$ cat config.mk
export PLATFORM = sky130hd
export DESIGN_NAME = vend_sequencer
export DESIGN_NICKNAME = d
export VERILOG_FILES = /design/src/rtl/vend_sequencer.sv
export SDC_FILE = /design/constraint.sdc
export NUM_CORES = 1
export LEC_CHECK = 0
export CORE_AREA = 2 2 60 62
export CTS_CLUSTER_SIZE = 40
export DETAILED_ROUTE_END_ITERATION = 8
export DIE_AREA = 0 0 62 64
export PLACE_DENSITY_LB_ADDON = 0.12
export SLEW_MARGIN = 25
export SYNTH_ARGS = -nofsm -noshare
export SYNTH_HDL_FRONTEND = slang
export SYNTH_SLANG_ARGS = --single-unit
export TNS_END_PERCENT = 5
$ cat constraint.sdc
create_clock -name clk -period 2.2 [get_ports clk]
set_input_delay 0.44 -clock clk [delete_from_list [all_inputs] [get_ports clk]]
set_output_delay 0.44 -clock clk [all_outputs]
set_load 0.02 [all_outputs]
$ cat src/rtl/vend_sequencer.sv
// Vending sequencer: collects 5/10 coins, dispenses item A or B, then returns change one 5-unit pulse at a time.
// Latency: every response is registered and appears one cycle after the input that causes it is sampled.
// Backpressure: disp_req is held until disp_ready is sampled; coins offered while busy or over the cap are rejected.
module vend_sequencer #(
    parameter int PRICE_A = 15,
    parameter int PRICE_B = 20,
    parameter int TIMEOUT = 8
) (
    input  logic       clk,
    input  logic       rst,
    input  logic [3:0] coin,
    input  logic [1:0] sel,
    input  logic       disp_ready,
    output logic       disp_req,
    output logic       disp_item,
    output logic       change_pulse,
    output logic       reject,
    output logic [4:0] credit,
    output logic       busy
);

    localparam int TW = $clog2(TIMEOUT + 1);

    typedef enum logic [1:0] {IDLE, COLLECT, DISPENSE, CHANGE} state_t;

    state_t        state, state_nxt;
    logic [TW-1:0] timer, timer_nxt;
    logic [4:0]    credit_nxt;
    logic          item_nxt;
    logic          reject_nxt;
    logic          pulse_nxt;

    logic [4:0]    coin_amt;
    logic          coin_some;
    logic          coin_valid;
    logic [4:0]    room;
    logic [4:0]    price_sel;

    // Coin decode and headroom; the cap is checked against remaining room so the add never overflows 5 bits.
    always_comb begin
        coin_amt   = {1'b0, coin};
        coin_some  = (coin != 4'd0);
        coin_valid = (coin == 4'd5) || (coin == 4'd10);
        room       = 5'd30 - credit;
        price_sel  = (sel == 2'b10) ? 5'(PRICE_B) : 5'(PRICE_A);
    end

    // Next-state and next-output logic; any non-5/10 coin is refused regardless of state.
    always_comb begin
        state_nxt  = state;
        timer_nxt  = timer;
        credit_nxt = credit;
        item_nxt   = disp_item;
        reject_nxt = coin_some && !coin_valid;
        pulse_nxt  = 1'b0;

        case (state)
            IDLE: begin
                if (coin_valid) begin
                    credit_nxt = coin_amt;
                    timer_nxt  = '0;
                    state_nxt  = COLLECT;
                end
            end

            COLLECT: begin
                if (sel != 2'b00) begin
                    // A selection wins over a same-cycle coin, which is refused.
                    timer_nxt = '0;
                    if (coin_some) reject_nxt = 1'b1;
                    if (sel == 2'b11) begin
                        state_nxt = CHANGE;
                    end else if (credit >= price_sel) begin
                        credit_nxt = credit - price_sel;
                        item_nxt   = sel[1];
                        state_nxt  = DISPENSE;
                    end
                end else if (coin_some) begin
                    timer_nxt = '0;
                    if (coin_valid) begin
                        if (coin_amt > room) reject_nxt = 1'b1;
                        else                 credit_nxt = credit + coin_amt;
                    end
                end else if (timer == TW'(TIMEOUT - 1)) begin
                    timer_nxt = '0;
                    state_nxt = CHANGE;
                end else begin
                    timer_nxt = timer + TW'(1);
                end
            end

            DISPENSE: begin
                if (coin_some) reject_nxt = 1'b1;
                if (disp_ready) state_nxt = (credit != 5'd0) ? CHANGE : IDLE;
            end

            CHANGE: begin
                if (coin_some) reject_nxt = 1'b1;
                if (credit >= 5'd5) begin
                    credit_nxt = credit - 5'd5;
                    pulse_nxt  = 1'b1;
                    // Leave as the last 5 units go out so the pulse count equals entry credit / 5.
                    if (credit == 5'd5) state_nxt = IDLE;
                end else begin
                    state_nxt = IDLE;
                end
            end

            default: state_nxt = IDLE;
        endcase
    end

    // State, timer and all outputs registered; reset clears everything including pending change.
    always_ff @(posedge clk) begin
        if (rst) begin
            state        <= IDLE;
            timer        <= '0;
            credit       <= 5'd0;
            disp_item    <= 1'b0;
            disp_req     <= 1'b0;
            change_pulse <= 1'b0;
            reject       <= 1'b0;
            busy         <= 1'b0;
        end else begin
            state        <= state_nxt;
            timer        <= timer_nxt;
            credit       <= credit_nxt;
            disp_item    <= item_nxt;
            disp_req     <= (state_nxt == DISPENSE);
            change_pulse <= pulse_nxt;
            reject       <= reject_nxt;
            busy         <= (state_nxt == DISPENSE) || (state_nxt == CHANGE);
        end
    end

endmodule
# Word level (Yosys, flattened, before mapping)
# Cells that the tools add are included.
[word_totals] register_bits=16 word_cells=84
[classes] n_eq_ne=18 n_addsub=5 n_mux=33 bitwise_logic=2 n_reduce_logical=15 magnitude_cmp=3
[ops] op="$mux W5" n=9
[ops] op="$mux W2" n=10
[ops] op="$mux W4" n=4
[ops] op="$ne A3 B3 Y1 const B" n=5
[ops] op="$pmux W5 S3" n=1
[ops] op="$eq A2 B2 Y1 const B" n=6
[ops] op="$eq A4 B3 Y1 const B" n=2
[ops] op="$pmux W2 S4" n=1
[ops] op="$pmux W4 S2" n=1
[ops] op="$reduce_and A8 Y1" n=1
[ops] op="$mux W1" n=6
[ops] op="$add A5 B4 Y5" n=1
[ops] op="$eq A5 B3 Y1 const B" n=1
[ops] op="$ge A5 B3 Y1 const B" n=1
[ops] op="$ge A5 B5 Y1" n=1
[ops] op="$gt A4 B5 Y1" n=1
[ops] op="$reduce_bool A5 Y1" n=1
[ops] op="$sub A5 B3 Y5 const B" n=1
[ops] op="$sub A5 B5 Y5" n=1
[ops] op="$sub A5 B5 Y5 const A" n=1
[ops] op="$add A4 B1 Y4 const B" n=1
[ops] op="$eq A4 B4 Y1 const B" n=1
[ops] op="$ne A2 B2 Y1 const B" n=2
[ops] op="$reduce_and A4 Y1" n=1
[ops] op="other kinds (12)" n=16

# Depth between registers and ports, before layout
# Gate-level depths: netlist of the first run.
[logic_depth] ltp_word=9 mapped_depth=11 ltp_nobuf=11

# Worst setup path after synthesis of the first run
# Ideal clock, no wire load.
[synth_timing] kind="reg-to-reg" startpoint="register credit[1]" endpoint="register credit[1]" required_time_ns=2.079 arrival_ns=2.322 path_stages_with_launch=9 setup_ns=0.121 period_less_slack_ns=2.443 setup_slack_ns=-0.243 n_path_buf=0 path_cell_list="dfxtp_1 -> inv_1 -> ha_1 -> ha_1 -> nand3_1 -> o221ai_1 -> a31oi_2 -> o21ai_4 -> mux2_4"
[synth_between] elab_chain_cells=6
[synth_lines] element="start, declared" line="18" source="output logic [4:0] credit,"
[synth_lines] element="start signal, assigned" line="127" source="credit <= credit_nxt;"
[synth_lines] element="parallel branches: the longest is 6 deep, another holds $sub A5 B5 Y5"
# Parallel ways; which one is timed is not known. The select of a mux whose other input is x is not followed.
# A chain may end at the register's enable or synchronous reset.

# Final worst setup path of the first run
# Ends and elaborated chain as after synthesis.

==> results of run 1 <==
==> state kept, by name, indices dropped and copies added, names as in the netlist <==
signal	flops
credit	5
timer	4
busy	1
change_pulse	1
disp_item	1
disp_req	1
reject	1
state	1
==> per-layer routing <==
layer,vias up,track usage,part of all wire
met5,-,0,0
met4,0,0.114,0.039
met3,15,0.0283,0.050
met2,55,0.421,0.51
met1,784,0.301,0.40
li1,809,-,-
==> worst register-to-register path, cell delays in order (launching register included) <==
cell and delay (ns):
dfxtp_4 0.39, buf_4 0.14, inv_2 0.10, ha_4 0.22, ha_4 0.27, nand3_2 0.09
o221ai_4 0.22, a31oi_4 0.13, o21ai_4 0.22, mux2_4 0.31
==> kinds of logic (layout without fill, tap and decap cells) <==
family          count (synthesis)  in the layout
buf+inv                        21             80
flops                          15             15
fa+ha+maj                      22             22
compound gates                 49             49
xor+xnor                        6              6
simple gates                   67             67
mux                            10             10
==> report_power, final <==
| part | leakage, uW | internal, uW | total, uW | switching, uW |
|---|---|---|---|---|
| combinational | 0.000881 | 235 | 456 | 220 |
| sequential | 0.000124 | 282 | 298 | 16.9 |
| clock | 0.0000177 | 67.8 | 174 | 106 |
==> worst max-delay path by stage <==
stage	slack (ns)	startpoint	depth (start not counted)	end
floorplan	0.01	sel[0]	9	credit[1]$_SDFFE_PP0P_
global placement	-0.50	sel[0]	12	credit[4]$_SDFFE_PP0P_
detailed placement	-0.54	sel[0]	12	credit[4]$_SDFFE_PP0P_
CTS	0.01	credit[1]$_SDFFE_PP0P_	9	credit[2]$_SDFFE_PP0P_
global route	-0.06	credit[0]$_SDFFE_PP0P_	8	credit[1]$_SDFFE_PP0P_
finish	0.008	credit[1]$_SDFFE_PP0P_	9	credit[1]$_SDFFE_PP0P_
==> final cells by class <==
class                           instances  area [um2]  share of cell area
Sequential cell                        15         309               0.132
Clock buffer                            3        22.5             0.00962
Clock inverter                          1        5.00             0.00214
Timing Repair Buffer                   64         549               0.235
Tap cell                               46        57.6              0.0246
Inverter                               12        47.5              0.0203
Multi-Input combinational cell        154        1350               0.577
==> timing repair <==
action	CTS	global route
cloned	0	0
hold endpoints to repair	0	0
buffers inserted	1	5
pin swaps	4	8
endpoints found under the setup margin	9	7
resized for setup	4	22
==> synth_stat cells, types with 2 or more instances <==
master / instances / area share
ha_1: 20 / 0.15
nand2_1: 16 / 0.037
dfxtp_1: 15 / 0.19
a21oi_1: 14 / 0.043
inv_1: 11 / 0.026
nor2_1: 10 / 0.023
mux2i_1: 9 / 0.056
nand3_1: 9 / 0.028
o21ai_0: 9 / 0.028
nor3_1: 8 / 0.025
nand3b_1: 4 / 0.019
nor2b_1: 4 / 0.015
xor2_1: 4 / 0.022
clkbuf_1: 3 / 0.0070
o31ai_1: 3 / 0.014
a21o_1: 2 / 0.0093
and3_1: 2 / 0.0077
buf_6: 2 / 0.014
fa_1: 2 / 0.025
nand2b_1: 2 / 0.0077
nand4_1: 2 / 0.0077
nor3b_1: 2 / 0.0093
o211ai_1: 2 / 0.0093
o221ai_1: 2 / 0.011
xnor2_1: 2 / 0.011
==> metrics by stage <==
| stage | util | std cells |
|---|---|---|
| final | 0.713 | 295 |
| after global routing | 0.713 | 295 |
| after CTS | 0.664 | 290 |
| after detailed placement | 0.652 | 285 |
| after global placement | 0.652 | 285 |
| after floorplan | - | 190 |
==> placed cells by master (no fill, tap or decap), types with 2 or more instances in the layout <==
cell type	n
buf_4	42
nand2_1	16
ha_1	15
clkdlybuf4s50_1	15
a21oi_1	12
dfxtp_1	12
nor2_1	10
mux2i_1	9
o21ai_0	9
inv_1	7
nand3_1	7
nor3_1	7
ha_4	5
xor2_1	4
nor2b_1	4
nand3b_1	4
inv_2	3
o31ai_1	3
clkbuf_4	3
buf_6	3
nand4_1	2
a21oi_2	2
a21o_1	2
and3_1	2
o211ai_1	2
nor3b_1	2
fa_2	2
dfxtp_4	2
dlygate4sd2_1	2
==> impl_metrics.csv, run 1 <==
group,metric,value,unit
status,outcome,"complete, no violations",
synth,synth.distinct_cells,56,
power,power.leakage,0.00102,uW
synth,synthFlopType,"dfxtp_1",
power,power,928,uW
cts,clockBufferDepth,2,
floorplanning,core.rowCount,21,
worst_setup_path,r2r_start,"credit[1]$_SDFFE_PP0P_",
worst_setup_path,end_kind,"flop",
worst_setup_path,worstSetupStartpointType,"flop",
cts,cts_made_buffers,3,
synth,synthAdderAreaFrac,0.179,
synth,synth_compound_area_frac,0.233,
synth,synthXorXnorAreaFrac,0.0325,
global_route,grt_pass1_wl,7460,um
sta,skew,0.00814,ns
route,final_antenna_net_count,0,
synth,synth_area,1620,um2
synth,yosysWarnings,0,
placed_design,place_ws,-0.541,ns
sta,fin_crit_sh,0.996,
cts,hold_buffers,0,
sta,finalHoldViolations,0,
synth,synth_edf_count,0,
worst_setup_path,path_delay_family,"compound AO/OA/AOI/OAI gates",
worst_setup_path,cp_common_cell,"ha_4",
sta,setup-violations-final,0,
synth,synth_top_family_by_area,"simple AND/OR/NAND/NOR gates",
min_path,min_to,"disp_item$_SDFFE_PP0P_",
sta,fin_crit,2.19,ns
cts,cts_sinks,15,
route,wl_per_cell,16.2,um
cts,cts_root_buf,"clkbuf_4",
sta,fin_tns_setup,0,ns
synth,ys_seq_area_frac,0.185,
floorplanning,initial_core_util,0.493,
route,dr.first_iter.drc_count,62,
cts,htree_num_levels,1,
worst_setup_path,reg2reg_slack,0.008,ns
worst_setup_path,cp_max_fo,5,
route,routed_wl,4770,um
placed_design,routabilityCongestion,0.831,
cells_and_area,finalNetCount,281,
min_path,hp-class,"flop to flop",
sta,slew_violations,0,
cells_and_area,area_growth,44.6,%
synth,syn_nets,221,
worst_setup_path,r2r_cells,9,
min_path,min_path_cells,2,
cells_and_area,n_antenna_cell,0,
floorplanning,die_h,64,um
sta,max-slew-margin-rel,0.658,
sta,fmax,456,MHz
worst_setup_path,cp_data_required_time,2.40,ns
global_route,globalRouteOverflowTotal,0,
global_route,antenna_found_initial,0,
cells_and_area,drive_gt1_frac,0.353,
sta,setup_slack,0.00785,ns
worst_setup_path,slowest_stage,"dfxtp_4",
synth,ys_ff_latch,15,
cells_and_area,n_fill_cell,254,
worst_setup_path,slowest_delay,0.39,ns
placed_design,dp_hpwl,3490,um
worst_setup_path,critPathKind,"flop to flop",
sta,rsz0062_at_grt,"true",
route,vias_per_cell,5.64,
floorplanning,ios,19,
floorplanning,die_w,62,um
placed_design,placed_area,2140,um2
cts,cts_tree,"done",
sta,worst_slew_pin_slew,0.508,ns
route,vias,1663,
placed_design,io_buffers,18,
synth,async_reset_ff_frac,0,
floorplanning,die_area,3970,um2
min_path,min_from,"disp_item$_SDFFE_PP0P_",
route,drt-pass1-iter-count,4,
worst_setup_path,arrival,2.39,ns
global_route,track_usage,0.249,
synth,avgSynthCellArea,8.52,um2
job,drv_cap,0,
worst_setup_path,crit_buf_inv,2,
synth,synthSimpleGateAreaFrac,0.235,
worst_setup_path,reg2reg_to,"credit[1]$_SDFFE_PP0P_",
power,power_density,396,nW/um2
cts,clk_latency,0.30,ns
global_route,grt_pass1_vias,1645,
global_route,grt_max_degree,21,
cells_and_area,final_cell_area,2340,um2
floorplanning,core-area,3280,um2
route,drc,0,
power,ir_worst_vdd,186,uV
worst_setup_path,crit_path_cell_trace,"buf_4 > inv_2 > ha_4 > ha_4 > nand3_2 > o221ai_4 > a31oi_4 > o21ai_4 > mux2_4",
cts,path_clk_slew,0.11,ns
synth,synthMuxAreaShare,0.0649,
synth,postSynthCellCount,190,
sta,hold_ws,0.490,ns
No activity file was read; power rests on OpenSTA's default activity.
==> inputs of run 2 (changes only) <==
--- a/config.mk
+++ b/config.mk
@@ -5,11 +5,14 @@
 export SDC_FILE = /design/constraint.sdc
 export NUM_CORES = 1
 export LEC_CHECK = 0
-export CORE_AREA = 2 2 60 62
+export CELL_PAD_IN_SITES_DETAIL_PLACEMENT = 0
+export CELL_PAD_IN_SITES_GLOBAL_PLACEMENT = 2
+export CORE_AREA = 2 2 76 78
 export CTS_CLUSTER_SIZE = 40
 export DETAILED_ROUTE_END_ITERATION = 8
-export DIE_AREA = 0 0 62 64
+export DIE_AREA = 0 0 78 80
 export PLACE_DENSITY_LB_ADDON = 0.12
+export SKIP_LAST_GASP = 1
 export SLEW_MARGIN = 25
 export SYNTH_ARGS = -nofsm -noshare
 export SYNTH_HDL_FRONTEND = slang
==> impl_metrics.csv, run 2 (synthesis results as in run 1) <==
group,metric,value,unit
sta,max-slew-margin-rel,0.693,
route,highest_layer,"met4",
route,vias_per_cell,5.07,
cells_and_area,n_antenna_cell,0,
worst_setup_path,r2r_cells,8,
sta,fin_crit,2.13,ns
route,drt-pass1-iter-count,4,
cells_and_area,final_cell_area,2350,um2
worst_setup_path,critPathKind,"primary input to flop",
sta,finalHoldViolations,0,
route,final_antenna_net_count,0,
worst_setup_path,crit_path_end,"credit[1]$_SDFFE_PP0P_",
placed_design,placed_area,2200,um2
worst_setup_path,crit_buf_inv,1,
placed_design,dp_hpwl,3990,um
worst_setup_path,crit_cells,7,
sta,skew,0.00433,ns
placed_design,routabilityCongestion,0.838,
placed_design,io_buffers,18,
worst_setup_path,reg2reg_to,"credit[1]$_SDFFE_PP0P_",
floorplanning,die_area,6240,um2
cts,cts_made_buffers,3,
worst_setup_path,path_delay_family,"compound AO/OA/AOI/OAI gates",
cts,cts_tree,"done",
worst_setup_path,slowest_stage,"clkdlybuf4s50_1",
cells_and_area,finalNetCount,283,
cells_and_area,area_growth,45.4,%
route,wl_met1,2270,um
global_route,track_usage,0.166,
power,pwr-share-comb,0.451,
cts,cts_root_buf,"clkbuf_8",
route,vias,1639,
sta,slew_violations,0,
cells_and_area,largest_register_ffs,5,
sta,fin_crit_sh,0.969,
sta,setup_slack,0.0681,ns
route,met3_length,215,um
route,dr.first_iter.drc_count,78,
min_path,hp-class,"flop to flop",
cells_and_area,final_cells,323,
global_route,globalRouteOverflowTotal,0,
route,drc,0,
power,p_sw_frac,0.345,
sta,fmax,469,MHz
global_route,grt_max_degree,17,
cells_and_area,layout_common_cells,"buf_4, nand2_1, ha_1, clkdlybuf4s50_1",
global_route,grt_pass1_vias,1690,
floorplanning,die_w,78,um
worst_setup_path,cp_max_fo,3,
power,seqPwrFrac,0.307,
worst_setup_path,cp_data_required_time,2.34,ns
cts,cts_sinks,15,
worst_setup_path,end_kind,"flop",
cts,path_clk_slew,0.07,ns
worst_setup_path,worstSetupStartpointType,"primary input",
floorplanning,initial_core_util,0.300,
worst_setup_path,arrival,2.28,ns
worst_setup_path,crit_start,"coin[2]",
power,power.internal,633,uW
status,outcome,"complete, no violations",
global_route,grt_pass1_wl,8150,um
job,drv_cap,0,
floorplanning,ios,19,
sta,setup-violations-final,0,
floorplanning,core-area,5410,um2
cells_and_area,top_regs,"credit x5, timer x4",
cts,clk_latency,0.25,ns
route,routed-wl-met2,2440,um
worst_setup_path,r2r_start,"credit[0]$_SDFFE_PP0P_",
route,routed_wl,4960,um
cells_and_area,n_fill_cell,577,
floorplanning,core.rowCount,27,
power,power_switching,334,uW
cells_and_area,drive_gt1_frac,0.355,
worst_setup_path,reg2reg_slack,0.07,ns
power,power.leakage,0.00101,uW
worst_setup_path,slowest_delay,0.48,ns
power,power_density,411,nW/um2
cts,htree_num_levels,1,
placed_design,place_inst,314,
global_route,antenna_found_initial,0,
cts,hold_buffers,0,
cts,clockBufferDepth,2,
power,p_clk_frac,0.242,
route,wl_per_cell,15.4,um
cells_and_area,layout_commonest_cell,"buf_4",
sta,worst_slew_pin_slew,0.456,ns
floorplanning,die_h,80,um
worst_setup_path,crit_path_cell_trace,"clkdlybuf4s50_1 > ha_1 > nand3_2 > o221ai_2 > a31oi_4 > o21ai_4 > mux2_4",
placed_design,place_ws,-0.554,ns
power,ir_worst_vdd,245,uV
cells_and_area,top_register,"credit",
## run 2: how the worst min path moves through the flow
stage                            from                endpoint  slack [ns]  depth (start not counted)
2_1_floorplan   timer[3]$_SDFFE_PP0P_   timer[3]$_SDFFE_PP0P_        0.44                          2
3_3_place_gp    timer[3]$_SDFFE_PP0P_   timer[3]$_SDFFE_PP0P_        0.45                          2
3_5_place_dp    timer[3]$_SDFFE_PP0P_   timer[3]$_SDFFE_PP0P_        0.47                          2
4_1_cts         timer[3]$_SDFFE_PP0P_   timer[3]$_SDFFE_PP0P_        0.48                          2
5_1_grt        disp_item$_SDFFE_PP0P_  disp_item$_SDFFE_PP0P_        0.52                          2
6_report       disp_item$_SDFFE_PP0P_  disp_item$_SDFFE_PP0P_        0.48                          2
## run 2: area by class of cell
cell class	instances	area (um2)	area share
Timing Repair Buffer	66	549	0.233
Tap cell	72	90.1	0.0383
Multi-Input combinational cell	154	1310	0.557
Sequential cell	15	309	0.131
Clock buffer	3	41.3	0.0175
Inverter	12	47.5	0.0202
Clock inverter	1	5.00	0.00213
## run 2: stage by stage
stage                     utilization  power, uW  hold WS [ns]  setup TNS, ns
after global placement          0.406        696         0.449          -3.89
after CTS                       0.421        947         0.480              0
final                           0.436        967         0.479              0
after global routing            0.436       1030         0.524        -0.0190
after floorplan                     -        532         0.436              0
after detailed placement        0.406        702         0.467          -4.40
## run 2: layer usage
layer  vias to the layer above  global-route usage
met4                         0              0.0316
met2                        37               0.306
met1                       782               0.210
li1                        816                   -
met5                         -                   0
met3                         4              0.0170
## run 2: worst min-delay path, delay by kind of cell, from the launching register on
kind	cells	cell delay, ns
compound gates	2	0.12
flops	1	0.32
## run 2: repair_timing
| item | 4_1_cts | 5_1_grt |
|---|---|---|
| pin swaps | 4 | 11 |
| gates resized for setup | 7 | 17 |
| endpoints found under the setup margin | 10 | 7 |
| setup buffers | 2 | 3 |
| endpoints found under the hold margin | 0 | 0 |
## run 2: power groups by stage
stage,Combinational [uW],Sequential [uW],Clock [uW]
2_1_floorplan,220,312,0
3_3_place_gp,392,304,0
3_5_place_dp,398,304,0
4_1_cts,413,296,238
5_1_grt,478,298,253
6_report,437,296,234
==> inputs of run 3 (changes only) <==
--- a/config.mk
+++ b/config.mk
@@ -5,12 +5,14 @@
 export SDC_FILE = /design/constraint.sdc
 export NUM_CORES = 1
 export LEC_CHECK = 0
+export CAP_MARGIN = 0
 export CELL_PAD_IN_SITES_DETAIL_PLACEMENT = 0
 export CELL_PAD_IN_SITES_GLOBAL_PLACEMENT = 2
 export CORE_AREA = 2 2 76 78
 export CTS_CLUSTER_SIZE = 40
 export DETAILED_ROUTE_END_ITERATION = 8
 export DIE_AREA = 0 0 78 80
+export MAX_ROUTING_LAYER = met4
 export PLACE_DENSITY_LB_ADDON = 0.12
 export SKIP_LAST_GASP = 1
 export SLEW_MARGIN = 25
==> impl_metrics.csv, run 3 (synthesis results as in run 1) <==
group,metric,value,unit
status,outcome,"complete, no violations",
floorplanning,die_w,78,um
power,pwr-share-comb,0.453,
power,power.leakage,0.00101,uW
power,power_switching,332,uW
sta,max-slew-margin-rel,0.684,
floorplanning,core-area,5410,um2
min_path,min_from,"disp_item$_SDFFE_PP0P_",
sta,finalHoldViolations,0,
sta,worst_slew_pin_slew,0.468,ns
power,power.internal,633,uW
cts,clockBufferDepth,2,
cells_and_area,layout_commonest_cell,"buf_4",
power,ir_worst_vdd,245,uV
cells_and_area,n_antenna_cell,0,
worst_setup_path,r2r_start,"credit[0]$_SDFFE_PP0P_",
route,drt-pass1-iter-count,4,
placed_design,dp_hpwl,3990,um
cts,cts_made_buffers,3,
route,wl_per_cell,15.4,um
cts,cts_root_buf,"clkbuf_8",
cells_and_area,area_growth,45.4,%
route,routed_wl,4980,um
floorplanning,ios,19,
sta,skew,0.00630,ns
min_path,hp-class,"flop to flop",
sta,fmax,469,MHz
worst_setup_path,critPathKind,"primary input to flop",
cells_and_area,top_register,"credit",
cts,clk_latency,0.25,ns
worst_setup_path,worstSetupStartpointType,"primary input",
job,drv_cap,0,
route,dr.first_iter.drc_count,81,
placed_design,io_buffers,18,
sta,fin_tns_setup,0,ns
worst_setup_path,arrival,2.27,ns
cells_and_area,final_cells,323,
worst_setup_path,r2r_cells,8,
sta,setup-violations-final,0,
floorplanning,initial_core_util,0.300,
power,seqPwrFrac,0.307,
worst_setup_path,cp_max_fo,3,
placed_design,routabilityCongestion,0.851,
worst_setup_path,reg2reg_to,"credit[1]$_SDFFE_PP0P_",
worst_setup_path,reg2reg_slack,0.07,ns
worst_setup_path,cp_data_required_time,2.34,ns
global_route,globalRouteOverflowTotal,0,
sta,fin_crit_sh,0.969,
cts,cts_sinks,15,
floorplanning,core.rowCount,27,
cells_and_area,finalNetCount,283,
cts,htree_num_levels,1,
route,vias_per_cell,5.09,
min_path,min_to,"disp_item$_SDFFE_PP0P_",
route,drc,0,
route,vias,1644,
cts,cts_tree,"done",
sta,fin_crit,2.13,ns
floorplanning,die_h,80,um
route,final_antenna_net_count,0,
cells_and_area,drive_gt1_frac,0.355,
cts,path_clk_slew,0.07,ns
power,power_density,410,nW/um2
global_route,grt_max_degree,17,
global_route,track_usage,0.170,
cells_and_area,largest_register_ffs,5,
global_route,grt_pass1_wl,8140,um
power,p_sw_frac,0.344,
floorplanning,die_area,6240,um2
cells_and_area,layout_common_cells,"buf_4, nand2_1, ha_1, clkdlybuf4s50_1",
global_route,antenna_found_initial,0,
min_path,min_path_cells,2,
cells_and_area,top_regs,"credit x5, timer x4",
placed_design,place_inst,314,
cts,hold_buffers,0,
sta,slew_violations,0,
power,p_clk_frac,0.240,
worst_setup_path,end_kind,"flop",
global_route,grt_pass1_vias,1694,
==> run 3: worst max path at each step <==
stage                            from                     end  slack (ns)  depth (start not counted)
6_report                      coin[2]  credit[1]$_SDFFE_PP0P_        0.07                          7
5_1_grt        credit[0]$_SDFFE_PP0P_  credit[1]$_SDFFE_PP0P_       -0.02                          8
4_1_cts                       coin[0]  credit[4]$_SDFFE_PP0P_       0.005                          8
3_5_place_dp                   sel[0]  credit[4]$_SDFFE_PP0P_       -0.55                         12
3_3_place_gp                   sel[0]  credit[4]$_SDFFE_PP0P_       -0.52                         12
2_1_floorplan                  sel[0]  credit[1]$_SDFFE_PP0P_        0.01                          9
==> run 3: stage by stage <==
stage	worst slack [ns]	utilization	hold slack (ns)	power [uW]	cell area (um2)
CTS	0.00544	0.421	0.480	947	2280
global placement	-0.517	0.406	0.449	696	2200
floorplan	0.00997	-	0.436	532	1660
detailed placement	-0.554	0.406	0.467	702	2200
finish	0.0691	0.436	0.479	966	2350
global route	-0.0190	0.436	0.524	1030	2350
==> run 3: worst max-delay path, cell delays in order <==
cell	delay (ns)
clkdlybuf4s50_1	0.48
ha_1	0.38
nand3_2	0.08
o221ai_2	0.23
a31oi_4	0.14
o21ai_4	0.20
mux2_4	0.31
==> run 3: power by group through the flow <==
stage	clock network, uW	logic (uW)	registers [uW]
2_1_floorplan	0	220	312
3_3_place_gp	0	392	304
3_5_place_dp	0	398	304
4_1_cts	238	413	296
5_1_grt	253	478	298
6_report	232	437	296
==> run 3: cell type report <==
cell class	count	area, um2
timing repair buffer	66	549
fill	577	3050
inverter	12	47.5
multi-input combinational	154	1310
clock inverter	1	5.00
clock buffer	3	41.3
sequential	15	309
tap	72	90.1
==> run 3: metal layers <==
metal | part of all wire | track usage
met5 | 0 | -
met4 | 0.0066 | 0.0316
met3 | 0.040 | 0.0158
met2 | 0.49 | 0.306
met1 | 0.46 | 0.210
==> run 3: timing repair <==
action,CTS,global route
resized for setup,7,17
pin swaps,4,11
buffers inserted,2,3
setup endpoints to repair,10,7
